File: src/rtl/load_read_unit.sv
// load_read_unit: services one core load at a time. It issues a word-aligned
// read to data memory with a req/ack handshake, then extracts and extends the
// addressed byte, halfword or word into a held output register. Misaligned,
// illegal and timed-out loads complete with ld_err set and ld_data cleared.
module load_read_unit #(
    parameter int WIDTH      = 32,
    parameter int ADDR_WIDTH = 32,
    parameter int TIMEOUT    = 16
) (
    input  logic                  clk,
    input  logic                  rst,
    input  logic                  ld_req,
    input  logic [ADDR_WIDTH-1:0] ld_addr,
    input  logic [2:0]            ld_funct3,
    output logic                  ld_busy,
    output logic                  ld_valid,
    output logic [WIDTH-1:0]      ld_data,
    output logic                  ld_err,
    output logic                  mem_rd_req,
    output logic [ADDR_WIDTH-1:0] mem_rd_addr,
    input  logic                  mem_rd_ack,
    input  logic [WIDTH-1:0]      mem_rd_data
);

    typedef enum logic [1:0] {
        IDLE = 2'd0,
        REQ  = 2'd1,
        DONE = 2'd2
    } state_t;

    // Counter only needs to reach TIMEOUT-1.
    localparam int CNT_W = (TIMEOUT > 1) ? $clog2(TIMEOUT) : 1;
    localparam logic [CNT_W-1:0] CNT_LAST = CNT_W'(TIMEOUT - 1);

    state_t                  state, state_next;
    logic [CNT_W-1:0]        cnt, cnt_next;
    logic [1:0]              lane, lane_next;
    logic [2:0]              funct3, funct3_next;
    logic                    req_next;
    logic [ADDR_WIDTH-1:0]   addr_next;
    logic [WIDTH-1:0]        data_next;
    logic                    err_next;

    // A request is rejected up front if funct3 is unused or the access
    // straddles its natural alignment.
    function automatic logic is_bad(input logic [2:0] f3, input logic [1:0] a);
        logic bad;
        case (f3)
            3'd0, 3'd4: bad = 1'b0;
            3'd1, 3'd5: bad = a[0];
            3'd2:       bad = (a != 2'b00);
            default:    bad = 1'b1;
        endcase
        return bad;
    endfunction

    // Shift the addressed lane down to bit 0, then sign- or zero-extend.
    // For aligned halfwords, shifting by lane equals shifting by 16*a[1].
    function automatic logic [WIDTH-1:0] extract(input logic [WIDTH-1:0] word,
                                                 input logic [1:0]       a,
                                                 input logic [2:0]       f3);
        logic [WIDTH-1:0] shifted;
        logic [WIDTH-1:0] res;
        shifted = word >> {a, 3'b000};
        case (f3)
            3'd0:    res = {{(WIDTH-8){shifted[7]}}, shifted[7:0]};
            3'd4:    res = {{(WIDTH-8){1'b0}}, shifted[7:0]};
            3'd1:    res = {{(WIDTH-16){shifted[15]}}, shifted[15:0]};
            3'd5:    res = {{(WIDTH-16){1'b0}}, shifted[15:0]};
            default: res = word;
        endcase
        return res;
    endfunction

    assign ld_busy  = (state != IDLE);
    assign ld_valid = (state == DONE);

    // State register.
    always_ff @(posedge clk) begin
        if (!rst) begin
            state <= IDLE;
        end else begin
            state <= state_next;
        end
    end

    // Next-state and next-register values; everything holds by default.
    always_comb begin
        state_next  = state;
        cnt_next    = cnt;
        lane_next   = lane;
        funct3_next = funct3;
        req_next    = mem_rd_req;
        addr_next   = mem_rd_addr;
        data_next   = ld_data;
        err_next    = ld_err;
        case (state)
            IDLE: begin
                if (ld_req) begin
                    lane_next   = ld_addr[1:0];
                    funct3_next = ld_funct3;
                    if (is_bad(ld_funct3, ld_addr[1:0])) begin
                        state_next = DONE;
                        data_next  = '0;
                        err_next   = 1'b1;
                    end else begin
                        state_next = REQ;
                        req_next   = 1'b1;
                        addr_next  = {ld_addr[ADDR_WIDTH-1:2], 2'b00};
                        cnt_next   = '0;
                    end
                end
            end
            REQ: begin
                // Ack takes priority over the timeout on the same edge.
                if (mem_rd_ack) begin
                    state_next = DONE;
                    req_next   = 1'b0;
                    data_next  = extract(mem_rd_data, lane, funct3);
                    err_next   = 1'b0;
                end else if (cnt == CNT_LAST) begin
                    state_next = DONE;
                    req_next   = 1'b0;
                    data_next  = '0;
                    err_next   = 1'b1;
                end else begin
                    cnt_next = cnt + 1'b1;
                end
            end
            DONE: begin
                state_next = IDLE;
            end
            default: begin
                state_next = IDLE;
            end
        endcase
    end

    // Datapath and handshake registers; reset clears every visible output.
    always_ff @(posedge clk) begin
        if (!rst) begin
            cnt         <= '0;
            lane        <= '0;
            funct3      <= '0;
            mem_rd_req  <= 1'b0;
            mem_rd_addr <= '0;
            ld_data     <= '0;
            ld_err      <= 1'b0;
        end else begin
            cnt         <= cnt_next;
            lane        <= lane_next;
            funct3      <= funct3_next;
            mem_rd_req  <= req_next;
            mem_rd_addr <= addr_next;
            ld_data     <= data_next;
            ld_err      <= err_next;
        end
    end

endmodule

File: config.mk
export PLATFORM = sky130hd
export DESIGN_NAME = load_read_unit
export DESIGN_NICKNAME = d
export VERILOG_FILES = /design/src/rtl/load_read_unit.sv
export SDC_FILE = /design/constraint.sdc
export NUM_CORES = 1
export LEC_CHECK = 0
export ABC_AREA = 1
export CAP_MARGIN = 25
export CORE_ASPECT_RATIO = 1.4
export CORE_MARGIN = 10
export CORE_UTILIZATION = 40
export CTS_CLUSTER_SIZE = 14
export DETAILED_ROUTE_END_ITERATION = 8
export PLACE_DENSITY = 0.7
export SETUP_SLACK_MARGIN = 0.1
export SLEW_MARGIN = 10
export SYNTH_ARGS = -nofsm -noshare
export SYNTH_HDL_FRONTEND = slang
export SYNTH_SLANG_ARGS = --single-unit
File: constraint.sdc
create_clock -name clk -period 3.77 [get_ports clk]
set_input_delay 0.754 -clock clk [delete_from_list [all_inputs] [get_ports clk]]
set_output_delay 0.754 -clock clk [all_outputs]
set_load 0.005 [all_outputs]
# After elaboration in Yosys (flattened, before gate mapping)

Index checks and enable logic that the tools add are counted.

Logic and storage cells: 70
Memory bits (writable): 0
Bits in read-only memories: 0
Latch bits: 0
Memories: 0
Register bits after elaboration: 75

$mul: 0
Equality and inequality tests: 16
Bitwise logic cells: 1
Mux-type cells: 29
Shift-type cells: 1
Divide/modulo/power cells: 0
Reduce and logical (&&, ||, !) cells: 14
Add/subtract/negate cells: 1
Order comparisons: 0

Operators with widths:

| cell                                                                   | count |
|---|---|
| 32-bit two-way mux                                                     | 4 |
| 32-bit one-hot mux with 4 select lines                                 | 1 |
| 32-bit one-hot mux with 2 select lines                                 | 1 |
| 32-bit by 5-bit right shift with 16-bit output                         | 1 |
| 4-bit two-way mux                                                      | 4 |
| 3-bit equality test (second input constant)                            | 4 |
| 1-bit two-way mux                                                      | 10 |
| 2-bit != test (second input constant)                                  | 5 |
| 2-bit two-way mux                                                      | 4 |
| 4-bit one-hot mux with 2 select lines                                  | 1 |
| 4-bit AND reduction                                                    | 2 |
| 3-bit by 1-bit equality test with 1-bit output (second input constant) | 2 |
| 3-bit zero test                                                        | 2 |
| 2-bit nonzero test                                                     | 3 |
| 5-bit AND reduction                                                    | 1 |
| 4-bit by 1-bit adder with 4-bit output (second input constant)         | 1 |
| 4-bit equality test (second input constant)                            | 1 |
| 1-bit one-hot mux with 2 select lines                                  | 2 |
| 2-bit one-hot mux with 2 select lines                                  | 1 |
| 2-bit AND reduction                                                    | 2 |
| 2-bit OR reduction                                                     | 2 |
| 3-bit by 2-bit equality test with 1-bit output (second input constant) | 1 |
| 3-bit != test (second input constant)                                  | 1 |
| 1-bit one-hot mux with 3 select lines                                  | 1 |
| 5 further kinds                                                        | 5 |

# Depth between registers and ports, before layout

Gate-level depths: netlist of run 1.

Depth after elaboration: 8
Gate-level depth with buffers: 10

# Worst setup path before layout of run 1

No wires, ideal clock.

Kind: input to register
Start: in ld_funct3[0]
End: reg mem_rd_addr[12]
Path slack: 2.067 ns
Required time: 3.700 ns
Data arrival time: 1.632 ns
Buffers on the path: 2
Cell stages on the path: 8
Cell sequence: inv_1 -> o21bai_1 -> nand2_1 -> nand3_1 -> buf_2 -> buf_2 -> nand2_1 -> a21oi_1

Word-level cells in the longest chain between the ends: 7
Elaborated cells on any way between the ends: 12
Classes of those cells: eq/ne: 4; mux: 3; bitwise: 1; reduce/logical: 4

RTL lines:

| element                                                                | line | source |
|---|---|---|
| start, declared                                                        | 14   | `input logic [2:0] ld_funct3,` |
| 3-bit by 1-bit equality test with 1-bit output (tied with other cells) | 48   | `case (f3)` |
| 2-bit OR reduction                                                     | 48   |  |
| 1-bit one-hot mux with 3 select lines *                                | 48   |  |
| 1-bit two-way mux *                                                    | 99   | `if (ld_req) begin` |
| 1-bit two-way mux *                                                    | 97   | `case (state)` |
| 1-bit NOT (no line) *                                                  | -    |  |
| 3-bit AND reduction (no line) *                                        | -    |  |
| end signal, assigned                                                   | 154  | `mem_rd_addr <= addr_next;` |
| end, declared                                                          | 20   | `output logic [ADDR_WIDTH-1:0] mem_rd_addr,` |

Mark *: on every way between the ends. The rest lies on a longest branch, timed or not. The select of a mux whose other input is x is not followed.
A chain may end at the register's enable or synchronous reset.

# Worst setup path in the final report of run 1

Start: in mem_rd_ack
End: reg ld_data[2]

Word-level cells in the longest chain between the ends: 2
Elaborated cells on any way between the ends: 4
Classes of those cells: eq/ne: 1; mux: 2; reduce/logical: 1

RTL lines:

| element                                                                                 | line | source |
|---|---|---|
| start, declared                                                                         | 21   | `input logic mem_rd_ack,` |
| 3-bit != test (no line) or 32-bit two-way mux (tied branches)                           | -    |  |
| 4-bit AND reduction (no line) or 32-bit one-hot mux with 2 select lines (tied branches) | -    |  |
| end signal, assigned                                                                    | 155  | `ld_data <= data_next;` |
| end, declared                                                                           | 17   | `output logic [WIDTH-1:0] ld_data,` |

Parallel ways exist; a longest one is shown, timed or not.

==> results.json, run 1 <==
{
  "swShare": 0.262,
  "critical-path-max-stage-delay_ns": 0.61,
  "comb_power_share": 0.180,
  "whs_endpoint": "mem_rd_addr[10]",
  "p_int_uw": 1590,
  "die_h_microns": 132,
  "fin_total_pwr_uw": 2150,
  "r2r_end": "ld_data[18]",
  "wl_met1_mm": 4.39,
  "die_area_sq_um": 13100,
  "routed_via_density": 4.93,
  "placement.io_buffers": 136,
  "cp_max_fo": 17,
  "final_cells": 751,
  "maxCapViolCount": 0,
  "hold_violations": 0,
  "post-route-drc-count": 0,
  "final_net_count": 713,
  "drtIter0Drc": 136,
  "worstPathCellList": "clkdlybuf4s50_1, nand2_1, clkinv_1, o211ai_1, a21oi_1",
  "hp-class": "flip-flop to flip-flop",
  "setup_violations": 0,
  "synth.area.top_cells": "dfxtp_1 42%, nand2_1 19%, a21oi_1 12%, nand3_1 4.6%, inv_1 4.0%",
  "synthFlopType": "dfxtp_1",
  "io_pins": 139,
  "num_vias": 3699,
  "avgSynthCellArea_sq_um": 6.86,
  "fin_skew_ns": 0.00613,
  "leakage_uw": 0.00207,
  "dp_cells": 735,
  "placed_area_sq_um": 4930,
  "synth_top_area_share": 0.421,
  "cp.buffers_inverters": 2,
  "synth.most_common_cell": "nand2_1",
  "area_growth_pct": 47.6,
  "htree_levels": 3,
  "p_clk_frac": 0.425,
  "clk_pin_slew_ns": 0.06,
  "synth_common_cells": "179 x nand2_1, 83 x a21oi_1, 75 x dfxtp_1",
  "clock-root-buffer": "clkbuf_16",
  "synth_area_leader_cell": "dfxtp_1",
  "synth_warnings": 0,
  "r2r_start": "funct3[1]",
  "grt_overflow": 0,
  "cts_tree": "done",
  "fin_crit_sh": 0.626,
  "grt_pass1_vias": 3693,
  "worst-r2r-cell-count": 7,
  "critPathCaptureType": "flip-flop",
  "clock_latency_ns": 0.33,
  "crit_arrival_ns": 2.58,
  "wl_met3_mm": 1.19,
  "first_pass_iters": 4,
  "cts_setup_buffers": 0,
  "ant_nets": 0,
  "synth_cell_type_count": 29,
  "synth_enable_flop_cells": 0,
  "required_ns": 3.99,
  "synth_cells": 519,
  "clockBufferDepth": 2,
  "fin_area_sq_um": 5260,
  "crit_family": "buffers and inverters",
  "ys_ff_latch": 75,
  "highest_layer": "met4",
  "power_density_nw_per_um2": 410,
  "grt_first_pass_wirelength_mm": 18.6,
  "hold_buffers": 0,
  "n_antenna_cell": 0,
  "slew_headroom": 0.344,
  "cpMaxStageDelayCell": "clkinv_1",
  "rsz0062_at_grt": "false",
  "cts_made_buffers": 9,
  "path_class": "primary input to flip-flop",
  "r2r_slack_ns": 1.67,
  "outcome": "finished clean",
  "seqPwrFrac": 0.396,
  "gp_congestion": 0.867,
  "dpl.hpwl_mm": 8.63,
  "period_needed_ns": 2.36,
  "grt_max_degree": 45,
  "start_util": 0.411,
  "syn_area_sq_um": 3560,
  "die_x_microns": 99.8,
  "vdd_ir_drop_max_mv": 0.299,
  "tightestPinTransition_ns": 0.983,
  "antenna_found_initial": 0,
  "wl_met2_mm": 5.72,
  "drv_slew": 0,
  "netSwitchingPower_uw": 565,
  "clock_sinks": 75,
  "fin_tns_setup_ns": 0,
  "cts.repair.resized": 0,
  "critPathLaunchType": "primary input",
  "worst_hold_startpoint": "mem_rd_addr[10]",
  "fp-row-count": 40,
  "max_freq_mhz": 424,
  "synth_seq_area_share": 0.421,
  "avgRoutedWirePerCell_microns": 15.2,
  "track_usage": 0.171,
  "totalWireLength_mm": 11.4,
  "min_delay_path_depth": 2,
  "drive_gt1_frac": 0.0774,
  "async_flop_share": 0,
  "placeableCoreArea_sq_um": 8660
}
-- per-stage QoR --
| stage | worst slack (ns) | utilization | hold WS (ns) |
|---|---|---|---|
| floorplan | 2.07 | - | 0.455 |
| global placement | 1.12 | 0.570 | 0.451 |
| detailed placement | 1.06 | 0.570 | 0.455 |
| CTS | 1.41 | 0.607 | 0.463 |
| global route | 1.24 | 0.607 | 0.478 |
| finish | 1.41 | 0.607 | 0.464 |
-- worst max path at each step --
stage                       to          from  depth (start not counted)  slack [ns]
2_1_floorplan  mem_rd_addr[12]  ld_funct3[0]                          8        2.07
3_3_place_gp        ld_data[2]    mem_rd_ack                          5        1.12
3_5_place_dp        ld_data[0]    mem_rd_ack                          5        1.06
4_1_cts             ld_data[0]    mem_rd_ack                          5        1.41
5_1_grt             ld_data[0]    mem_rd_ack                          5        1.24
6_report            ld_data[2]    mem_rd_ack                          5        1.41
-- per-layer routing --
metal  global-route usage  up-vias
met2                0.291      120
met5                    0        -
li1                     -     1901
met1                0.182     1669
met4               0.0471        0
met3               0.0839        9
-- sequential cells by signal (all words and copies together) (netlist names) --
name	count
ld_data	32
mem_rd_addr	30
cnt	4
funct3	3
lane	2
state	2
ld_err	1
mem_rd_req	1
-- worst register-to-register path, stage by stage, from the launching register on --
cell and delay (ns):
dfxtp_1 0.96, inv_2 0.23, nand2_1 0.15, nor2_1 0.05, nand2_1 0.10, nand3_4 0.24
nand2_1 0.15, a21oi_1 0.07
-- power by group through the flow --
stage | Clock, uW | Sequential, uW | Combinational, uW
CTS | 929 | 852 | 392
global placement | 0 | 868 | 388
detailed placement | 0 | 869 | 389
finish | 915 | 853 | 387
floorplan | 0 | 861 | 225
global route | 962 | 856 | 434
-- layout by cell type, fill, tap and decap left out, types with 2 or more instances in the layout --
cell	n
nand2_1	179
clkdlybuf4s50_1	136
a21oi_1	83
dfxtp_1	75
inv_1	38
nand3_1	33
o21ai_0	18
nor2_1	16
nand2_2	13
a21oi_2	9
clkbuf_16	9
or2_0	5
o211ai_1	4
clkbuf_8	4
inv_2	3
nor3_1	2
conb_1	2
buf_4	2
-- kinds of logic after synthesis --
logic type      synth area share
compound gates             0.177
buf+inv                   0.0906
flops                      0.421
xor+xnor                 0.00492
simple gates               0.301
other cells              0.00105
fa+ha+maj                0.00351
-- layout make-up --
cell class,instances,area (sq um)
sequential,75,1500
fill,820,3400
inverter,43,164
clock buffer,13,280
tap,105,131
multi-input combinational,373,1740
clock inverter,3,43.8
timing repair buffer,139,1400
Note: power is estimated with default switching activity, not from simulation.
==> run 2, diff against run 1 <==
==> constraint.sdc (replaced) <==
create_clock -name clk -period 2.2 [get_ports clk]
set_input_delay 0.44 -clock clk [delete_from_list [all_inputs] [get_ports clk]]
set_output_delay 0.44 -clock clk [all_outputs]
set_load 0.005 [all_outputs]
==> run 2 against run 1 <==
Against the previous run:
- count of clock-buffer cells in the layout fell by 3
- die area did not move
- clock power rose by 61%
- register-to-register slack got worse by 1.2 ns
- critical path type is now flip-flop to output pin
- critical endpoint is now ld_busy
- highest routed layer unchanged
==> results.json, run 2 (synthesis results as in run 1) <==
{
  "dp_slack_ns": 0.124,
  "clock_latency_ns": 0.33,
  "antenna_found_initial": 0,
  "rsz0062_at_grt": "false",
  "fillers": 822,
  "worst_hold_startpoint": "mem_rd_addr[11]",
  "avgRoutedWirePerCell_microns": 15.0,
  "start_util": 0.411,
  "dpl.hpwl_mm": 8.61,
  "maxCapViolCount": 0,
  "cp_max_fo": 4,
  "die_area_sq_um": 13100,
  "hold_buffers": 0,
  "first_pass_iters": 4,
  "cts_setup_buffers": 0,
  "final_net_count": 721,
  "fin_tns_setup_ns": 0,
  "worstPathCellList": "nor2_1, inv_1, clkdlybuf4s50_1",
  "ant_nets": 0,
  "setup_violations": 0,
  "area_growth_pct": 48.8,
  "grt_max_degree": 71,
  "mostFrequentLayoutCells": "179 x nand2_1, 136 x clkdlybuf4s50_1, 83 x a21oi_1",
  "die_h_microns": 132,
  "critPathLaunchType": "flip-flop",
  "drive_gt1_frac": 0.0887,
  "htree_levels": 3,
  "outcome": "finished clean",
  "post-route-drc-count": 0,
  "largest_reg_flops": 32,
  "whs_endpoint": "mem_rd_addr[11]",
  "fin_ws_ns": 0.307,
  "fin_skew_ns": 0.00688,
  "crit_family": "buffers and inverters",
  "drv_slew": 0,
  "drtIter0Drc": 154,
  "vdd_ir_drop_max_mv": 0.492,
  "power_density_nw_per_um2": 682,
  "fp-row-count": 40,
  "clock-root-buffer": "clkbuf_16",
  "tightestPinTransition_ns": 0.503,
  "critical-path-max-stage-delay_ns": 0.47,
  "cts_made_buffers": 9,
  "path_class": "flip-flop to output pin",
  "r2r_end": "ld_data[18]",
  "r2r_slack_ns": 0.49,
  "placement.io_buffers": 136,
  "required_ns": 1.76,
  "num_vias": 3730,
  "leakage_uw": 0.00210,
  "critPathCaptureType": "output pin",
  "gp_congestion": 0.954,
  "hold_violations": 0,
  "grt_overflow": 0,
  "grt_first_pass_wirelength_mm": 18.7,
  "track_usage": 0.172,
  "cts_tree": "done",
  "final_common_cell": "nand2_1",
  "slew_headroom": 0.663,
  "totalWireLength_mm": 11.3,
  "cp.buffers_inverters": 2,
  "max_freq_mhz": 528,
  "clock_sinks": 75,
  "io_pins": 139,
  "crit_arrival_ns": 1.45,
  "regMostFlops": "ld_data",
  "fin_crit_sh": 0.861,
  "cts.repair.resized": 0,
  "period_needed_ns": 1.89,
  "n_antenna_cell": 0,
  "clockBufferDepth": 2,
  "clk_pin_slew_ns": 0.06,
  "grt_pass1_vias": 3843,
  "hp-class": "flip-flop to flip-flop",
  "worst-r2r-cell-count": 8,
  "cpMaxStageDelayCell": "clkdlybuf4s50_1",
  "die_x_microns": 99.8,
  "routed_via_density": 4.91,
  "min_delay_path_depth": 2,
  "placeableCoreArea_sq_um": 8660,
  "r2r_start": "lane[0]",
  "reg_top3": "ld_data (32), mem_rd_addr (30), cnt (4)"
}
run 2: layout make-up:
| class | count | area [sq um] | area share |
|---|---|---|---|
| Sequential cell | 75 | 1500 | 0.283 |
| Timing Repair Buffer | 147 | 1470 | 0.277 |
| Multi-Input combinational cell | 373 | 1740 | 0.329 |
| Clock buffer | 10 | 239 | 0.0451 |
| Tap cell | 105 | 131 | 0.0248 |
| Clock inverter | 6 | 55.1 | 0.0104 |
| Inverter | 43 | 164 | 0.0309 |
run 2: metal layers:
layer / wire length [microns] / track usage / vias up
li1: - / - / 1916
met1: 4340 / 0.175 / 1677
met2: 5620 / 0.297 / 122
met3: 1200 / 0.0808 / 15
met4: 199 / 0.0591 / 0
met5: 0 / 0 / -
run 2: per-stage QoR:
stage          total power (uW)  std cells  instance area, sq um  hold WS, ns   util
5_1_grt                    3790        759                  5300        0.474  0.612
3_5_place_dp               2180        743                  5010        0.455  0.578
6_report                   3620        759                  5300        0.460  0.612
3_3_place_gp               2170        743                  5010        0.451  0.578
4_1_cts                    3650        759                  5300        0.464  0.612
2_1_floorplan              1860        520                  3570        0.455      -
run 2: tightest hold or removal path: cells and delay by family, from the launching register on:
family / cells / cell delay (ns)
flip-flops: 1 / 0.30
AO/OA/AOI/OAI: 1 / 0.05
AND/OR/NAND/NOR: 1 / 0.06
run 2: worst max path at each step:
stage,start,endpoint,slack [ns],depth (start not counted)
2_1_floorplan,cnt[0],ld_data[22],0.72,9
5_1_grt,state[1],ld_busy,0.23,3
4_1_cts,state[1],ld_busy,0.28,3
3_3_place_gp,ld_funct3[0],cnt[3],0.22,9
6_report,state[1],ld_busy,0.31,3
3_5_place_dp,ld_addr[0],cnt[0],0.12,9
run 2: where the power goes:
part           internal [uW]  switching (uW)
sequential              1410            40.1
combinational            330             365
clock                    899             569
total                   2640             974
